### src/rtl/multi_clock_divider.sv
// N-channel integer clock divider with shadowed ratio updates, period ticks and status.
// Optional macro CLKDIV_SYNC_EN adds i_sync to restart every dividing channel together.
module multi_clock_divider #(
   parameter int unsigned WIDTH  = 8,
   parameter int unsigned NUM_CH = 2
) (
   input  logic                    i_ref_clk,
   input  logic                    i_rst_n,
   input  logic [NUM_CH-1:0]       i_clk_en,
   input  logic [NUM_CH*WIDTH-1:0] i_div_ratio,
   input  logic [NUM_CH-1:0]       i_ratio_vld,
`ifdef CLKDIV_SYNC_EN
   input  logic                    i_sync,
`endif
   output logic [NUM_CH-1:0]       o_div_clk,
   output logic [NUM_CH-1:0]       o_tick,
   output logic [NUM_CH-1:0]       o_active
);

   logic sync;
`ifdef CLKDIV_SYNC_EN
   assign sync = i_sync;
`else
   assign sync = 1'b0;
`endif

   for (genvar k = 0; k < NUM_CH; k++) begin : g_ch
      logic [WIDTH-1:0] cnt;
      logic [WIDTH-1:0] act_ratio;
      logic [WIDTH-1:0] shadow;
      logic             pending;
      logic             div_q;
      logic             tick_q;
      logic             en_q;

      logic             en;
      logic             vld;
      logic [WIDTH-1:0] ratio_in;
      logic [WIDTH-1:0] half;
      logic [WIDTH-1:0] cnt_inc;
      logic [WIDTH-1:0] entry_ratio;
      logic [WIDTH-1:0] bound_ratio;
      logic             bypass;
      logic             entry;
      logic             wrap;

      assign en       = i_clk_en[k];
      assign vld      = i_ratio_vld[k];
      assign ratio_in = i_div_ratio[k*WIDTH +: WIDTH];

      assign bypass  = !en || (act_ratio < WIDTH'(2));
      assign entry   = en && !en_q;
      // ceil(R/2) without a divider; wrap also catches an out-of-range count
      assign half    = (act_ratio >> 1) + WIDTH'(act_ratio[0]);
      assign wrap    = (cnt >= act_ratio - WIDTH'(1));
      assign cnt_inc = cnt + WIDTH'(1);

      // A strobe on a boundary edge wins over an older pending shadow
      assign entry_ratio = (pending && !vld) ? shadow : ratio_in;
      assign bound_ratio = vld ? ratio_in : shadow;

      always_ff @(posedge i_ref_clk) begin
         if (!i_rst_n) begin
            cnt       <= '0;
            act_ratio <= '0;
            shadow    <= '0;
            pending   <= 1'b0;
            div_q     <= 1'b0;
            tick_q    <= 1'b0;
            en_q      <= 1'b0;
         end else begin
            en_q <= en;
            if (vld) begin
               shadow  <= ratio_in;
               pending <= 1'b1;
            end

            if (!en) begin
               cnt    <= '0;
               div_q  <= 1'b0;
               tick_q <= 1'b0;
            end else if (entry) begin
               act_ratio <= entry_ratio;
               pending   <= 1'b0;
               cnt       <= '0;
               div_q     <= 1'b1;
               tick_q    <= 1'b1;
            end else if (bypass) begin
               cnt    <= '0;
               div_q  <= 1'b0;
               tick_q <= 1'b0;
               if (pending) begin
                  act_ratio <= shadow;
                  pending   <= vld;
                  div_q     <= (shadow >= WIDTH'(2));
                  tick_q    <= (shadow >= WIDTH'(2));
               end
            end else if (wrap || sync) begin
               cnt    <= '0;
               div_q  <= 1'b1;
               tick_q <= 1'b1;
               if (vld || pending) begin
                  act_ratio <= bound_ratio;
                  pending   <= 1'b0;
               end
            end else begin
               cnt    <= cnt_inc;
               div_q  <= (cnt_inc < half);
               tick_q <= 1'b0;
            end
         end
      end

      // Bypass passes the reference clock straight through
      assign o_div_clk[k] = bypass ? i_ref_clk : div_q;
      assign o_active[k]  = !bypass;
      assign o_tick[k]    = bypass ? (en && (act_ratio == WIDTH'(1))) : tick_q;
   end

endmodule

### config.mk
export PLATFORM = sky130hd
export DESIGN_NAME = multi_clock_divider
export DESIGN_NICKNAME = d
export VERILOG_FILES = /design/src/rtl/multi_clock_divider.sv
export SDC_FILE = /design/constraint.sdc
export NUM_CORES = 1
export LEC_CHECK = 0
export CELL_PAD_IN_SITES_DETAIL_PLACEMENT = 1
export CELL_PAD_IN_SITES_GLOBAL_PLACEMENT = 2
export CORE_MARGIN = 1.5
export CORE_UTILIZATION = 40
export DETAILED_ROUTE_END_ITERATION = 6
export GPL_ROUTABILITY_DRIVEN = 0
export HOLD_SLACK_MARGIN = 0.08
export PLACE_DENSITY = 0.83
export SETUP_SLACK_MARGIN = 0.3
export SKIP_LAST_GASP = 1
export SYNTH_ARGS = -nofsm -noshare
export SYNTH_HDL_FRONTEND = slang
export SYNTH_SLANG_ARGS = --single-unit
### constraint.sdc
create_clock -name i_ref_clk -period 4.58 [get_ports i_ref_clk]
set_input_delay 0.458 -clock i_ref_clk [delete_from_list [all_inputs] [get_ports i_ref_clk]]
set_output_delay 0.458 -clock i_ref_clk [all_outputs]
set_load 0.03 [all_outputs]
==> key figures <==
Run status
  – Status: finished clean

STA
  – Worst-Margin Slew: around 0.97 ns
  – Max-slew violation count: 0
  – TNS Setup: 0 ns
  – Rel. slew slack: 0.3519
  – WHS: between 0.5 and 0.6 ns
  – Final Hold Vio Count: 0
  – Clock Skew: roughly 0.0086 ns
  – Final Setup Violations: 0
  – RSZ-0062 raised after global routing: no

Setup path
  – Maximum fanout along the worst path: 2
  – Setup crit end kind: output port
  – Worst R2R Start: g_ch[1].act_ratio[3]$_SDFFE_PN0P_
  – Crit path from: i_ref_clk
  – CP arrival: 3.37 ns
  – Worst Setup Start Kind: clock port
  – Worst EP required: 4.12 ns
  – Crit Path Class: clk -> out

Synthesis
  – Post-synthesis adder-cell area fraction: 0.1328
  – Syn Inst Count: between 400 and 500
  – FF+latch count, synth: 56
  – Unique masters post-synth: 53
  – Post-synthesis xor/xnor area fraction: 0.07904
  – Ys async rst share: 0
  – Simple-gate area share of the yosys netlist: 0.1920
  – Avg Cell Area, Syn: 8.927 um2
  – Synth warn: 0
  – Post-synthesis mux area share: 0.1176
  – Post-synth EDFFs: 0
  – Mapped Area: roughly 3800 um2
  – Synth Area in Compound Gates: 0.1226
  – Synth Flop Type: dfxtp_1
  – Syn Nets: around 480
  – Largest family of logic cells by synthesized area: simple AND/OR/NAND/NOR gates
  – Seq/Total Area, Yosys: 0.2976

Finish
  – P&R area growth vs syn: 11.59%
  – Post-Layout Cell Count: roughly 550
  – Sequential Area: 1121 um2
  – FILL cells: about 1.1k
  – Antenna diode count: 0
  – Multi-input logic area: 2426 um2
  – Nets@finish: between 500 and 600
  – Layout cells sized above 1: 0.04977

Die
  – Initial Util: 0.4097
  – Core area: around 9000 um2
  – Die Height: about 100 um
  – Ports: 28
  – Die footprint: between 10,000 and 15,000 um2
  – Die X: around 100 um
  – Row cnt: 35

Routing
  – Vias: around 3.0k
  – WL final: between 8000 and 9000 um
  – Vias per cell: about 5.4
  – Per-cell routed wire length: 15.80 um
  – Drt drc: 0
  – First drt pass iteration count: 4
  – DR iter-0 viols: 119
  – Routed Antenna Nets: 0

Global routing
  – Initial antenna violation count: 0
  – GRT Overall Usage: 0.1892
  – Vias in the first global route: roughly 3.1k
  – First-pass GRT wire length: 14,960 um
  – Largest net degree at the start of global routing: 29
  – Grt ovf: 0

Power
  – Worst vdd ir: roughly 0.13 mV
  – Clock power share: 0.356
  – Pwr Density: ~320 nW/um2
  – Pint: 0.0008783 W
  – Gate power share: 0.231
  – Sw Pwr: 0.0004549 W
  – Switching Fraction: 0.3412
  – Leak Pwr: around 1.8 nW
  – Reg power frac: 0.413

Clocking
  – Hold_buf cts: 0
  – Clock Latency Late Sink: between 0.4 and 0.5 ns
  – CTS tree: done
  – Postcts setup bufs: 0
  – Clock Pin Slew Worst Setup and Hold Paths: ~0.11 ns
  – # resized after CTS: 0

Placed design
  – # port buffers: 27
  – Dpl hpwl: 6628 um
  – Placed instance count: about 540

Min path
  – Hold wc startpoint: g_ch[0].cnt[0]$_SDFF_PP0_
  – Worst min path class: reg -> reg

Flow run
  – Max-Cap Viols: 0
-- metal layers --
| metal | wire length, um | up-vias | track usage | part of all wire |
|---|---|---|---|---|
| li1 | - | 1510 | - | - |
| met3 | 274 | 13 | 0.04318 | 0.031 |
| met2 | 3896 | 40 | 0.3025 | 0.45 |
| met4 | 104 | 0 | 0.05742 | 0.012 |
| met5 | 0 | - | 0 | 0 |
| met1 | 4465 | 1421 | 0.2545 | 0.51 |
-- power by group through the flow --
stage / Clock (W) / Combinational, W / Sequential (W)
6_report: 0.000475 / 0.000309 / 0.000550
5_1_grt: 0.000507 / 0.000347 / 0.000555
2_1_floorplan: 0.0000505 / 0.000247 / 0.000538
3_3_place_gp: 0.0000776 / 0.000302 / 0.000559
3_5_place_dp: 0.0000776 / 0.000311 / 0.000561
4_1_cts: 0.000492 / 0.000313 / 0.000550
-- worst paths after layout --
path | end | slack (ns) | depth (start not counted)
max | o_div_clk[1] | 0.75 | 4
min | g_ch[0].cnt[0]$_SDFF_PP0_ | 0.52 | 1
max reg2reg | g_ch[1].cnt[4]$_SDFF_PP0_ | 1.53 | 9
min reg2reg | g_ch[0].cnt[0]$_SDFF_PP0_ | 0.52 | 1
-- cell usage in the layout (no fill, tap or decap), drive strengths merged, types with 5 or more instances in the layout --
cell type,instances
nor2b,33
nor4,6
nor2,18
and3,6
clkbuf,9
clkdlybuf4s50,27
xnor2,20
o211ai,17
mux2,10
nor3,7
inv,26
xor2,14
dfxtp,56
nand2,47
mux2i,33
ha,40
a21oi,10
o21ai,5
nand3,13
a21boi,5
-- logic make-up (layout without fill, tap and decap cells) --
kind of cell / after synthesis / count (layout)
xor+xnor: 34 / 34
flops: 56 / 56
fa+ha+maj: 40 / 40
mux: 43 / 43
buf+inv: 45 / 65
compound gates: 63 / 63
simple gates: 141 / 141
-- cell usage after synthesis, types with 2 or more instances --
| cell type | count | area (um2) |
|---|---|---|
| a211oi_1 | 3 | 22.52 |
| a21boi_0 | 5 | 37.54 |
| a21o_1 | 3 | 22.52 |
| a21oi_1 | 10 | 50.05 |
| a31oi_1 | 4 | 25.02 |
| and3_1 | 6 | 37.54 |
| buf_2 | 3 | 15.01 |
| buf_4 | 3 | 22.52 |
| buf_6 | 2 | 22.52 |
| clkbuf_1 | 9 | 33.78 |
| dfxtp_1 | 56 | 1121 |
| ha_1 | 40 | 500.5 |
| inv_1 | 25 | 93.84 |
| mux2_1 | 8 | 90.09 |
| mux2_2 | 2 | 22.52 |
| mux2i_1 | 33 | 330.3 |
| nand2_1 | 47 | 176.4 |
| nand3_1 | 13 | 65.06 |
| nand4_1 | 3 | 18.77 |
| nor2_1 | 18 | 67.56 |
| nor2b_1 | 33 | 206.5 |
| nor3_1 | 7 | 35.03 |
| nor4_1 | 5 | 31.28 |
| o211ai_1 | 17 | 127.6 |
| o21a_1 | 2 | 15.01 |
| o21ai_0 | 5 | 25.02 |
| o31ai_1 | 2 | 15.01 |
| xnor2_1 | 20 | 175.2 |
| xor2_1 | 14 | 122.6 |
-- stage by stage --
step | utilization | setup slack (ns) | cell area (um2) | power [W]
after detailed placement | 0.4412 | 1.013 | 4058 | 0.0009494
after CTS | 0.4571 | 0.7430 | 4204 | 0.001355
after global placement | 0.4412 | 1.013 | 4058 | 0.0009388
after floorplan | - | 1.503 | 3767 | 0.0008359
after global routing | 0.4571 | 0.7283 | 4204 | 0.001410
final | 0.4571 | 0.7543 | 4204 | 0.001333
-- flip-flops by register name (all words and copies together), names as in the netlist --
signal,cells
g_ch.tick_q,2
g_ch.div_q,2
g_ch.en_q,2
g_ch.shadow,16
g_ch.cnt,16
g_ch.pending,2
g_ch.act_ratio,16
-- final cells by class --
class,instances,share of cell area
tap,111,0.03304
timing repair buffer,26,0.06131
sequential,56,0.2667
inverter,25,0.02232
clock inverter,3,0.005357
clock buffer,11,0.03423
multi-input combinational,321,0.5771
-- critical path, cell delays in order --
cell	delay, ns
clkbuf_8	0.12
clkbuf_8	0.12
mux2_2	0.25
clkdlybuf4s50_1	0.59
(Power assumes the default switching activity.)
